--- config.mk ---
export PLATFORM = sky130hd
export DESIGN_NAME = freq_sweep_ctrl
export DESIGN_NICKNAME = d
export VERILOG_FILES = /design/src/rtl/freq_sweep_ctrl_pkg.sv /design/src/rtl/dwell_counter.sv /design/src/rtl/freq_sweep_ctrl.sv
export SDC_FILE = /design/constraint.sdc
export NUM_CORES = 1
export LEC_CHECK = 0
export ABC_AREA = 1
export CAP_MARGIN = 10
export CORE_MARGIN = 8
export CORE_UTILIZATION = 54
export CTS_BUF_LIST = sky130_fd_sc_hd__clkbuf_16
export DETAILED_ROUTE_END_ITERATION = 7
export PLACE_DENSITY = 0.79
export SLEW_MARGIN = 15
export SYNTH_ARGS = -nofsm -noshare
export SYNTH_HDL_FRONTEND = slang
export SYNTH_HIERARCHICAL = 1
export SYNTH_SLANG_ARGS = --single-unit
--- constraint.sdc ---
create_clock -name i_clk -period 3.1 [get_ports i_clk]
set_input_delay 0.465 -clock i_clk [delete_from_list [all_inputs] [get_ports i_clk]]
set_output_delay 0.465 -clock i_clk [all_outputs]
set_load 0.005 [all_outputs]
--- src/rtl/freq_sweep_ctrl_pkg.sv ---
// Shared sweep sequencer definitions: FSM state encodings and sweep mode codes.
`ifndef FREQ_SWEEP_DEFS_SV
`define FREQ_SWEEP_DEFS_SV

package freq_sweep_ctrl_pkg;

    typedef enum logic [1:0] {
        ST_IDLE = 2'd0,
        ST_UP   = 2'd1,
        ST_DOWN = 2'd2
    } sweep_state_t;

    localparam logic [1:0] MODE_SINGLE = 2'd0;
    localparam logic [1:0] MODE_SAW    = 2'd1;
    localparam logic [1:0] MODE_TRI    = 2'd2;

endpackage

`endif

--- src/rtl/dwell_counter.sv ---
// Dwell down-counter: counts generator valid strobes, expires on a valid seen at zero.
module dwell_counter #(
    parameter int DWELL_W = 24
) (
    input  logic               i_clk,
    input  logic               i_arst,
    input  logic               i_load,
    input  logic [DWELL_W-1:0] i_load_val,
    input  logic               i_clear,
    input  logic               i_gen_valid,
    output logic               o_expire
);

    logic [DWELL_W-1:0] cnt_q;

    assign o_expire = i_gen_valid && (cnt_q == '0);

    always_ff @(posedge i_clk or posedge i_arst) begin
        if (i_arst) begin
            cnt_q <= '0;
        end else if (i_load) begin
            cnt_q <= i_load_val;
        end else if (i_clear) begin
            cnt_q <= '0;
        end else if (i_gen_valid && (cnt_q != '0)) begin
            cnt_q <= cnt_q - DWELL_W'(1);
        end
    end

endmodule

--- src/rtl/freq_sweep_ctrl.sv ---
// Frequency sweep sequencer: owns the sine/cosine generator frequency word and enable
// during single, sawtooth or triangle sweeps, stepping once per dwell of valid samples.
module freq_sweep_ctrl
    import freq_sweep_ctrl_pkg::*;
#(
    parameter int FREQ_W  = 12,
    parameter int DWELL_W = 24
) (
    input  logic               i_clk,
    input  logic               i_arst,
    input  logic               i_start,
    input  logic               i_stop,
    input  logic [1:0]         i_mode,
    input  logic [FREQ_W-1:0]  i_f_start,
    input  logic [FREQ_W-1:0]  i_f_stop,
    input  logic [FREQ_W-1:0]  i_f_step,
    input  logic [DWELL_W-1:0] i_dwell,
    input  logic               i_gen_valid,
    output logic [FREQ_W-1:0]  o_frequency,
    output logic               o_enable,
    output logic               o_busy,
    output logic               o_step,
    output logic               o_done,
    output logic               o_cfg_err
);

    sweep_state_t       state_q, state_nx;
    logic [FREQ_W-1:0]  freq_q, freq_nx;
    logic               busy_q, step_q, step_nx, done_q, done_nx, err_q, err_nx;
    logic [1:0]         sh_mode_q, sh_mode_nx;
    logic [FREQ_W-1:0]  sh_start_q, sh_start_nx, sh_stop_q, sh_stop_nx, sh_step_q, sh_step_nx;
    logic [DWELL_W-1:0] sh_reload_q, sh_reload_nx;
    logic               cnt_load, cnt_clear, expire;
    logic [DWELL_W-1:0] cnt_load_val;
    logic [FREQ_W:0]    sum_up, diff_dn;
    logic [FREQ_W-1:0]  up_f, dn_f;

    // One extra bit keeps the step arithmetic from wrapping before the clamp.
    assign sum_up  = {1'b0, freq_q} + {1'b0, sh_step_q};
    assign diff_dn = {1'b0, freq_q} - {1'b0, sh_step_q};
    assign up_f    = (sum_up > {1'b0, sh_stop_q}) ? sh_stop_q : sum_up[FREQ_W-1:0];
    assign dn_f    = (diff_dn[FREQ_W] || (diff_dn[FREQ_W-1:0] < sh_start_q))
                     ? sh_start_q : diff_dn[FREQ_W-1:0];

    dwell_counter #(.DWELL_W(DWELL_W)) u_dwell (
        .i_clk       (i_clk),
        .i_arst      (i_arst),
        .i_load      (cnt_load),
        .i_load_val  (cnt_load_val),
        .i_clear     (cnt_clear),
        .i_gen_valid (i_gen_valid),
        .o_expire    (expire)
    );

    always_comb begin
        state_nx     = state_q;
        freq_nx      = freq_q;
        step_nx      = 1'b0;
        done_nx      = 1'b0;
        err_nx       = 1'b0;
        sh_mode_nx   = sh_mode_q;
        sh_start_nx  = sh_start_q;
        sh_stop_nx   = sh_stop_q;
        sh_step_nx   = sh_step_q;
        sh_reload_nx = sh_reload_q;
        cnt_load     = 1'b0;
        cnt_clear    = 1'b0;
        cnt_load_val = sh_reload_q;
        case (state_q)
            ST_IDLE: begin
                if (i_start && !i_stop) begin
                    if ((i_f_step == '0) || (i_f_start > i_f_stop)) begin
                        err_nx = 1'b1;
                    end else begin
                        sh_mode_nx   = i_mode;
                        sh_start_nx  = i_f_start;
                        sh_stop_nx   = i_f_stop;
                        sh_step_nx   = i_f_step;
                        sh_reload_nx = (i_dwell == '0) ? '0 : i_dwell - DWELL_W'(1);
                        cnt_load_val = sh_reload_nx;
                        cnt_load     = 1'b1;
                        freq_nx      = i_f_start;
                        step_nx      = 1'b1;
                        state_nx     = ST_UP;
                    end
                end
            end
            ST_UP: begin
                if (i_stop) begin
                    state_nx  = ST_IDLE;
                    cnt_clear = 1'b1;
                end else if (expire) begin
                    step_nx  = 1'b1;
                    cnt_load = 1'b1;
                    if (freq_q < sh_stop_q) begin
                        freq_nx = up_f;
                    end else begin
                        case (sh_mode_q)
                            MODE_SAW: freq_nx = sh_start_q;
                            MODE_TRI: begin
                                freq_nx  = dn_f;
                                state_nx = ST_DOWN;
                            end
                            default: begin
                                step_nx  = 1'b0;
                                cnt_load = 1'b0;
                                done_nx  = 1'b1;
                                state_nx = ST_IDLE;
                            end
                        endcase
                    end
                end
            end
            ST_DOWN: begin
                if (i_stop) begin
                    state_nx  = ST_IDLE;
                    cnt_clear = 1'b1;
                end else if (expire) begin
                    step_nx  = 1'b1;
                    cnt_load = 1'b1;
                    if (freq_q > sh_start_q) begin
                        freq_nx = dn_f;
                    end else begin
                        freq_nx  = up_f;
                        state_nx = ST_UP;
                    end
                end
            end
            default: state_nx = ST_IDLE;
        endcase
    end

    always_ff @(posedge i_clk or posedge i_arst) begin
        if (i_arst) begin
            state_q     <= ST_IDLE;
            freq_q      <= '0;
            busy_q      <= 1'b0;
            step_q      <= 1'b0;
            done_q      <= 1'b0;
            err_q       <= 1'b0;
            sh_mode_q   <= '0;
            sh_start_q  <= '0;
            sh_stop_q   <= '0;
            sh_step_q   <= '0;
            sh_reload_q <= '0;
        end else begin
            state_q     <= state_nx;
            freq_q      <= freq_nx;
            busy_q      <= (state_nx != ST_IDLE);
            step_q      <= step_nx;
            done_q      <= done_nx;
            err_q       <= err_nx;
            sh_mode_q   <= sh_mode_nx;
            sh_start_q  <= sh_start_nx;
            sh_stop_q   <= sh_stop_nx;
            sh_step_q   <= sh_step_nx;
            sh_reload_q <= sh_reload_nx;
        end
    end

    assign o_frequency = freq_q;
    assign o_enable    = busy_q;
    assign o_busy      = busy_q;
    assign o_step      = step_q;
    assign o_done      = done_q;
    assign o_cfg_err   = err_q;

endmodule

==> results_dict.tcl <==
set metrics [dict create \
    syn_nets 1539 \
    vias_per_cell 5.76 \
    crit_fanout 7 \
    wl_per_cell_um 18.4 \
    crit_type "flip-flop to flip-flop" \
    die_x_um 147 \
    async_flop_share_pct 100 \
    row_count 47 \
    critPathRequiredTime_ns 3.38 \
    routed_wl_um 33600 \
    grt_pass1_wl_um 50100 \
    insertion_delay_ns 0.38 \
    cpMostUsedCell "nand2_1" \
    antenna_cells 0 \
    clkTransAtPathRegs_ns 0.09 \
    cts_tree "built" \
    fin_crit_sh_pct 113 \
    fp.dieH_um 147 \
    synth_area_leader_cell "dfrtp_1" \
    tightest_slew_ns 0.954 \
    synth.distinct_cells 47 \
    clock_sinks 104 \
    final_core_utilization_pct 77.4 \
    layout_setup_ws_ns -0.392 \
    core_um2 16600 \
    finalHoldViolCount 0 \
    start_util_pct 55.4 \
    slew_viol_final 0 \
    grt_pass1_vias 9830 \
    cts-root-buf "clkbuf_16" \
    drt_iter0_drc 1085 \
    firstDrtPassIters 5 \
    fin_crit_ns 3.49 \
    fin_hold_ws_ns 0.487 \
    num_io_pins 84 \
    htreeDepth 3 \
    crit_path_top_delay_cell "dfrtp_1" \
    hp-class "flip-flop to flip-flop" \
    yosysMostFrequentCell "nand2_1" \
    ys_ff_latch 104 \
    crit_buf_inv 5 \
    synthTopCellsByCount "nand2_1, inv_1, nor2_1" \
    num-fill-cells 1141 \
    vias 10500 \
    die_area_um2 21500 \
    slew-limit-headroom_pct 36.3 \
    yosysTopAreaCellShare_pct 28.2 \
    netlist_instances 1379 \
    antenna_found_initial 0 \
    cap_violations 0 \
    synth_flop_cell "dfrtp_1" \
    clock.fmax_mhz 286 \
    synth_edf_count 0 \
    crit_family "simple AND/OR/NAND/NOR gates" \
    rsz0062_at_grt "true" \
    clock_path_buffers 2 \
    syn_area_per_cell_um2 6.69 \
    worst_clock_skew_ns 0.0134 \
    netlist_area_um2 9220 \
    cts_buffers 9 \
    path_cells "ha_4 > buf_4 > nor2_2 > buf_4 > nand2_1 > inv_2 > a21oi_4 > xor2_2 > ha_1 > buf_4 > a21oi_1 > o21a_1 > nand2_1 > nand2_1 > nand2_2 > buf_4 > nand3_1 > nand3_1 > nand3_1 > nand3_1 > nand2_1 > nand2_1" \
    violations "negative setup slack" \
    netlist_top_cells_area "dfrtp_1, nand2_1, ha_1" \
    gp_congestion 0.969 \
    ys_seq_area_share_pct 28.2 \
    critPathLaunchType "flip-flop" \
    yosys_warnings 6 \
    arrival_ns 3.77 \
    status "complete, but fails checks" \
    drive_above_1_share_pct 25.2 \
    antenna_left 0 \
    cp_slowest_stage_delay_ns 0.44 \
    end_kind "flip-flop" \
    grt_start_max_net_pins 37 \
    portBuffers 83 \
    r2r_slack_ns -0.39 \
    nets 1760 \
    syn_to_final_growth_pct 39.6 \
    grt_overflow 0 \
    hpwl_um 23500 \
    finalSetupViolCount 12 \
    remaining_drc_errors 0 \
    gr-usage-all-layers_pct 28.6 \
]
[kinds of logic after synthesis]
group / Yosys count / synth area share [%]
compound gates: 185 / 11.1
xor+xnor: 33 / 3.13
fa+ha+maj: 93 / 12.8
buf+inv: 227 / 10.1
flops: 104 / 28.2
simple gates: 737 / 34.8
[state kept, by name, indices dropped and copies added (netlist names)]
register       flops
sh_mode_q          2
o_cfg_err          1
sh_stop_q         12
o_step             1
o_frequency       12
u_dwell/cnt_q     24
sh_reload_q       24
o_done             1
sh_start_q        12
o_busy             1
state_q            2
sh_step_q         12
[routing by layer]
layer	up-vias	share of wire, %	GRT usage [%]
met2	592	46	45.3
li1	4880	-	-
met3	130	9.3	6.27
met5	-	0	0
met1	4915	41	38.2
met4	0	4.0	8.45
[path summary, 6_finish.rpt]
kind / cells past startpoint / from / endpoint
min in group asynchronous: 2 / i_arst / o_step$_DFF_PP0_
worst max register to register: 22 / o_frequency[4]$_DFFE_PP0P_ / o_frequency[0]$_DFFE_PP0P_
max in group asynchronous: 2 / i_arst / u_dwell/cnt_q[14]$_DFFE_PP0P_
worst min register to register: 2 / sh_reload_q[22]$_DFF_PP0_ / sh_reload_q[22]$_DFF_PP0_
worst min-delay path: 2 / sh_reload_q[22]$_DFF_PP0_ / sh_reload_q[22]$_DFF_PP0_
worst max-delay path: 22 / o_frequency[4]$_DFFE_PP0P_ / o_frequency[0]$_DFFE_PP0P_
[cells in the final DEF (no fill, tap or decap), drive strengths merged, types with 3 or more instances in the layout]
cell type      instances
ha                    91
inv                  187
nand3                133
o31ai                  3
o21a                   3
clkdlybuf4s50         75
clkbuf                 9
nor2                 158
a21oi                 43
xnor2                  6
o21ai                113
nand2                397
nor3                  17
o21bai                 8
nand4                 19
a31oi                  3
nor4                   5
dfrtp                104
a21o                   3
nand3b                 3
xor2                  27
buf                  172
a22oi                  5
dlymetal6s2s           8
[repair_timing]
item                                    4_1_cts  5_1_grt
cloned                                        1        0
pin swaps                                    34       66
endpoints found under the setup margin       16       30
gates resized for setup                      85      155
hold buffers                                  0        0
buffers inserted                             10       13
[worst min-delay path: cells and delay by family (launching register included)]
kind	cells	cell delay, ns
simple gates	2	0.13
flops	1	0.33
[per-stage QoR]
| stage | setup WS [ns] | area, µm² | setup TNS [ns] | instances |
|---|---|---|---|---|
| CTS | -0.0923 | 12100 | -0.644 | 1812 |
| finish | -0.392 | 12900 | -4.18 | 1825 |
| global route | -0.582 | 12900 | -6.85 | 1825 |
| floorplan | 0.0265 | 9220 | 0 | 1379 |
| detailed placement | -0.420 | 11300 | -10.83 | 1785 |
| global placement | -0.390 | 11300 | -8.51 | 1785 |
[layout make-up]
| class | count | area, µm² | area share (%) |
|---|---|---|---|
| clock inverters | 7 | 96.3 | 0.748 |
| repair buffers | 255 | 2330 | 18.1 |
| flip-flops and latches | 104 | 2610 | 20.3 |
| inverters | 182 | 687 | 5.33 |
| clock buffers | 9 | 225 | 1.75 |
| multi-input cells | 1048 | 6650 | 51.7 |
| well taps | 220 | 275 | 2.14 |
Power is not shown: default switching activity piles up to over one toggle a cycle in this logic, so the estimate is an artifact.
